===== config.mk =====
export PLATFORM = sky130hd
export DESIGN_NAME = cache_ro_multi
export DESIGN_NICKNAME = d
export VERILOG_FILES = /design/src/rtl/cache_ro_multi.sv
export SDC_FILE = /design/constraint.sdc
export NUM_CORES = 2
export LEC_CHECK = 0
export CAP_MARGIN = 20
export CORE_MARGIN = 2
export CORE_UTILIZATION = 44
export DETAILED_ROUTE_END_ITERATION = 8
export GPL_TIMING_DRIVEN = 0
export REMOVE_ABC_BUFFERS = 1
export SLEW_MARGIN = 0
export SYNTH_ARGS = -nofsm -noshare
export SYNTH_HDL_FRONTEND = slang
export SYNTH_SLANG_ARGS = --single-unit

===== constraint.sdc =====
create_clock -name clk -period 9.3 [get_ports clk]
set_input_delay 1.86 -clock clk [delete_from_list [all_inputs] [get_ports clk]]
set_output_delay 1.86 -clock clk [all_outputs]
set_load 0.1 [all_outputs]

===== src/rtl/cache_ro_multi.sv =====
// Read-only set-associative block cache with FIFO replacement per set.
// One request per cycle; lookup result or fill echo is registered (latency 1).
module cache_ro_multi #(
  parameter int SIZE_BLOCK = 32,
  parameter int BIT_TOTAL  = 24,
  parameter int BIT_INDEX  = 5,
  parameter int WAY        = 3
) (
  input  logic                  clk,
  input  logic                  rst,
  input  logic                  en,
  input  logic                  wrt,
  input  logic [BIT_TOTAL-1:0]  i_addr,
  input  logic [SIZE_BLOCK-1:0] i_data,
  output logic [SIZE_BLOCK-1:0] o_data,
  output logic                  o_success
);

  localparam int SETS  = 1 << BIT_INDEX;
  localparam int TAG_W = BIT_TOTAL - BIT_INDEX;
  localparam int WAY_W = (WAY > 1) ? $clog2(WAY) : 1;

  logic [WAY-1:0]        valid_q [SETS];
  logic [WAY-1:0]        valid_d [SETS];
  logic [TAG_W-1:0]      tag_q   [SETS][WAY];
  logic [TAG_W-1:0]      tag_d   [SETS][WAY];
  logic [SIZE_BLOCK-1:0] data_q  [SETS][WAY];
  logic [SIZE_BLOCK-1:0] data_d  [SETS][WAY];
  logic [WAY_W-1:0]      ptr_q   [SETS];
  logic [WAY_W-1:0]      ptr_d   [SETS];
  logic [SIZE_BLOCK-1:0] o_data_q;
  logic [SIZE_BLOCK-1:0] o_data_d;
  logic                  o_success_q;
  logic                  o_success_d;

  logic [BIT_INDEX-1:0]  index_s;
  logic [TAG_W-1:0]      tag_s;
  logic [WAY-1:0]        hit_vec_s;
  logic                  hit_s;
  logic                  full_s;
  logic [WAY_W-1:0]      hit_way_s;
  logic [WAY_W-1:0]      free_way_s;
  logic [WAY_W-1:0]      victim_s;
  logic [WAY_W-1:0]      ptr_next_s;
  logic [SIZE_BLOCK-1:0] hit_data_s;

  assign index_s   = i_addr[BIT_INDEX-1:0];
  assign tag_s     = i_addr[BIT_TOTAL-1:BIT_INDEX];
  assign o_data    = o_data_q;
  assign o_success = o_success_q;

  // Tag match across the addressed set; descending scan so the lowest way wins.
  always_comb begin
    hit_vec_s  = '0;
    hit_data_s = '0;
    hit_way_s  = '0;
    free_way_s = '0;
    for (int w = WAY - 1; w >= 0; w--) begin
      hit_vec_s[w] = valid_q[index_s][w] && (tag_q[index_s][w] == tag_s);
      hit_data_s   = hit_data_s | (hit_vec_s[w] ? data_q[index_s][w] : '0);
      hit_way_s    = hit_vec_s[w] ? WAY_W'(w) : hit_way_s;
      free_way_s   = valid_q[index_s][w] ? free_way_s : WAY_W'(w);
    end
    hit_s  = |hit_vec_s;
    full_s = &valid_q[index_s];
  end

  // Way selection for a fill and the wrapping FIFO pointer advance.
  always_comb begin
    victim_s   = hit_s ? hit_way_s : (full_s ? ptr_q[index_s] : free_way_s);
    ptr_next_s = (ptr_q[index_s] == WAY_W'(WAY - 1)) ? WAY_W'(0)
                                                     : ptr_q[index_s] + WAY_W'(1);
  end

  // Next state of cache contents, replacement pointers and response.
  always_comb begin
    valid_d     = valid_q;
    tag_d       = tag_q;
    data_d      = data_q;
    ptr_d       = ptr_q;
    o_data_d    = o_data_q;
    o_success_d = 1'b0;
    if (en && wrt) begin
      valid_d[index_s][victim_s] = 1'b1;
      tag_d[index_s][victim_s]   = tag_s;
      data_d[index_s][victim_s]  = i_data;
      // Only an eviction from a full set moves the pointer.
      if (!hit_s && full_s) begin
        ptr_d[index_s] = ptr_next_s;
      end else begin
        ptr_d[index_s] = ptr_q[index_s];
      end
      o_data_d    = i_data;
      o_success_d = 1'b1;
    end else if (en) begin
      o_data_d    = hit_s ? hit_data_s : '0;
      o_success_d = hit_s;
    end else begin
      o_data_d    = o_data_q;
      o_success_d = 1'b0;
    end
  end

  // Control state and registered response; reset drops any coincident request.
  always_ff @(posedge clk) begin
    if (rst) begin
      for (int s = 0; s < SETS; s++) begin
        valid_q[s] <= '0;
        ptr_q[s]   <= '0;
      end
      o_data_q    <= '0;
      o_success_q <= 1'b0;
    end else begin
      valid_q     <= valid_d;
      ptr_q       <= ptr_d;
      o_data_q    <= o_data_d;
      o_success_q <= o_success_d;
    end
  end

  // Tag and data storage; contents are meaningless while the valid bit is clear.
  always_ff @(posedge clk) begin
    tag_q  <= tag_d;
    data_q <= data_d;
  end

endmodule


==> results.sh <==
export IMPL_status="finished clean"
export IMPL_critPathLaunch="i_addr[0]"
export IMPL_grt_pass1_wl_um=773000
export IMPL_avgSynthCellArea_um2=21.0
export IMPL_ys_types=58
export IMPL_post_drt_via_cell_ratio=6.28
export IMPL_routed_wl_um=561000
export IMPL_place_ws_ns=-1.83
export IMPL_r2r_worst_path_cells=13
export IMPL_cp_slowest_cell="or4b_4"
export IMPL_required_ns=10.00
export IMPL_worst_pin_slew_ns=1.24
export IMPL_areaGrowthSynthToFinish_pct=16.9
export IMPL_grt_overflow=0
export IMPL_grt_pass1_vias=98200
export IMPL_ir_worst_vdd_v=0.000148
export IMPL_io_pins=93
export IMPL_cts_sinks=5089
export IMPL_numCtsBuffers=518
export IMPL_synth_common_cells="edfxtp_1 (4,896), mux4_2 (870), mux2i_1 (797)"
export IMPL_antenna_found_initial=34
export IMPL_rsz0062_at_grt="false"
export IMPL_numPortBuffers=92
export IMPL_cts_root_buf="clkbuf_16"
export IMPL_cp_depth=18
export IMPL_ys_ff_latch=5089
export IMPL_wire_per_inst_um=35.3
export IMPL_grt_max_degree=147
export IMPL_p_leak_nw=72.1
export IMPL_synth_seq_area_share=0.781
export IMPL_reg2reg_from="tag_q[849]"
export IMPL_timing_final_crit_share=0.971
export IMPL_clockBufferDepth=4
export IMPL_synth_async_reset_ratio=0
export IMPL_drt_iter0_markers=13900
export IMPL_finalPower_mw=47.4
export IMPL_r2r_slack_ns=3.54
export IMPL_dieArea_um2=444000
export IMPL_layout_drive_gt1_share=0.228
export IMPL_setup_viol=0
export IMPL_yosysTopAreaCellShare=0.761
export IMPL_cap_violations=0
export IMPL_num_vias=100000
export IMPL_slew_headroom=0.175
export IMPL_fmax_ghz=0.111
export IMPL_path_cells="buf_16 -> buf_16 -> buf_16 -> buf_16 -> or4b_4 -> buf_16 -> o22ai_1 -> nor4_1 -> and3_1 -> or4_1 -> nor4_1 -> or4b_1 -> o21a_4 -> buf_16 -> nor2_4 -> buf_12 -> buf_12 -> buf_12"
export IMPL_cp_start_kind="input port"
export IMPL_start_util=0.442
export IMPL_synth_edff_count=4896
export IMPL_powerDensity_nw_per_um2=210
export IMPL_drv_slew=0
export IMPL_grt_usage=0.247
export IMPL_arrival_ns=9.73
export IMPL_hold_viol_final=0
export IMPL_slowest_delay_ns=0.85
export IMPL_ys_top_cells_by_area="edfxtp_1 (76%), mux4_2 (10%), mux2i_1 (4.1%)"
export IMPL_critPathKind="input port to flip-flop"
export IMPL_clock_latency_ns=1.04
export IMPL_dr_pass1_iters=9
export IMPL_min_path_type="flip-flop to flip-flop"
export IMPL_yosysMostFrequentCell="edfxtp_1"
export IMPL_setup_worst_path_end="data_q[2674]"
export IMPL_r2r_end="data_q[2674]"
export IMPL_syn_inst=9194
export IMPL_period_needed_ns=9.03
export IMPL_final_setup_worst_slack_ns=0.267
export IMPL_rows=243
export IMPL_antenna_left=0
export IMPL_clk_pin_slew_worst_paths_ns=0.06
export IMPL_nNetsFinal=9798
export IMPL_yosys_warnings=0
export IMPL_synthFlopType="edfxtp_1"
export IMPL_path_delay_family="simple AND/OR/NAND/NOR gates"
export IMPL_crit_path_max_fanout=86
export IMPL_htree_levels=6
export IMPL_crit_path_end_kind="flip-flop"
export IMPL_worst_path_buf_inv=9
export IMPL_hpwl_um=338000
export IMPL_core_area_um2=438000
export IMPL_cts_tree="built"
export IMPL_min_from="valid_q[87]"
export IMPL_mappedNetlistArea_um2=193000
export IMPL_drc_errors=0
export IMPL_path_common_cell="buf_16"
export IMPL_die_w_um=667
export IMPL_place_gp_congestion=0.781
export IMPL_fin_skew_ns=0.0464
export IMPL_synth_top_area_cell="edfxtp_1"
export IMPL_die_y_um=667
## cell families (layout without fill, tap and decap cells)
family	after synthesis	after routing	share of synthesized area
AOI/OAI and AO/OA	1161	1161	0.0410
xor gates and xnor gates	38	38	0.00172
DFF	5089	5089	0.781
muxes	1670	1670	0.143
and+or+nand+nor	676	680	0.0195
buffers and inverters	560	1496	0.0139
other	0	15	0
## worst register-to-register path: stages (launching register included)
cell      delay, ns
edfxtp_1       0.37
mux2i_1        0.21
o22ai_1        0.12
nor4_1         0.55
a21oi_1        0.15
or4_1          0.65
nor4_1         0.37
or4b_1         0.84
o21a_4         0.47
buf_16         0.31
nor2_4         0.57
buf_12         0.27
buf_12         0.22
buf_12         0.28
## cell type report
class                           count  area (um^2)
Fill cell                       33300       212000
Sequential cell                  5089       151000
Multi-Input combinational cell   3549        40600
Clock buffer                      667        14100
Timing Repair Buffer              577        10800
Tap cell                         5757         7200
Clock inverter                    249         2150
Antenna cell                       15         37.5
Inverter                            3         12.5
## report_power, final
| part | internal, mW | total, mW | leakage (nW) | switching (mW) |
|---|---|---|---|---|
| clock | 11.5 | 20.1 | 7.95 | 8.58 |
| combinational | 0.750 | 2.07 | 18.6 | 1.32 |
| sequential | 25.2 | 25.2 | 45.6 | 0.0259 |
| total | 37.4 | 47.4 | 72.1 | 9.92 |
## cell usage in the layout (no fill, tap or decap), types with 35 or more instances in the layout
master / n
buf_4: 49
o22ai_1: 741
dfxtp_1: 193
buf_12: 295
edfxtp_1: 4896
buf_16: 122
o31ai_1: 64
or4_1: 50
clkbuf_16: 538
nor2_4: 98
nor2_1: 89
a22oi_1: 90
clkbuf_1: 117
clkdlybuf4s50_1: 35
xnor2_1: 35
nand2b_1: 67
clkinv_1: 85
mux4_2: 870
mux2i_1: 797
nand2_1: 76
clkinv_2: 89
o21ai_0: 36
nor4_1: 128
## per-stage QoR
step / hold slack, ns / utilization / TNS [ns] / instance area (um^2) / instances
after floorplan: 0.427 / - / 0 / 191000 / 8637
after global placement: 0.437 / 0.454 / - / 199000 / 14500
after detailed placement: 0.445 / 0.478 / -5824.18 / 209000 / 15000
after CTS: 0.460 / 0.516 / 0 / 226000 / 15900
after global routing: 0.479 / 0.516 / 0 / 226000 / 15900
final: 0.462 / 0.516 / 0 / 226000 / 15900
## timing repair
action	4_1_cts	5_1_grt
gates resized for setup	1	2
gates cloned	6	1
buffers inserted	10	4
pin swaps	9	4
setup endpoints to repair	3188	274
hold buffers	0	0
## how the worst min path moves through the flow
stage | to | slack, ns | cells after the start
detailed placement | valid_q[87] | 0.45 | 2
finish | valid_q[87] | 0.46 | 2
floorplan | valid_q[15] | 0.43 | 2
global route | valid_q[87] | 0.48 | 2
CTS | valid_q[87] | 0.46 | 2
global placement | valid_q[0] | 0.44 | 2
## state kept, by name, indices dropped and copies added (netlist names)
signal,cells
o_success,1
o_data,32
tag_q,1824
ptr_q,64
data_q,3072
valid_q,96
## per-layer routing
layer | share of wire | track usage | vias up
met1 | 0.39 | 0.336 | 53900
met3 | 0.088 | 0.0418 | 908
met2 | 0.49 | 0.414 | 5104
met5 | 0.000078 | 0 | -
met4 | 0.029 | 0.0691 | 6
li1 | - | - | 40000
No activity file was read; power rests on OpenSTA's default activity.
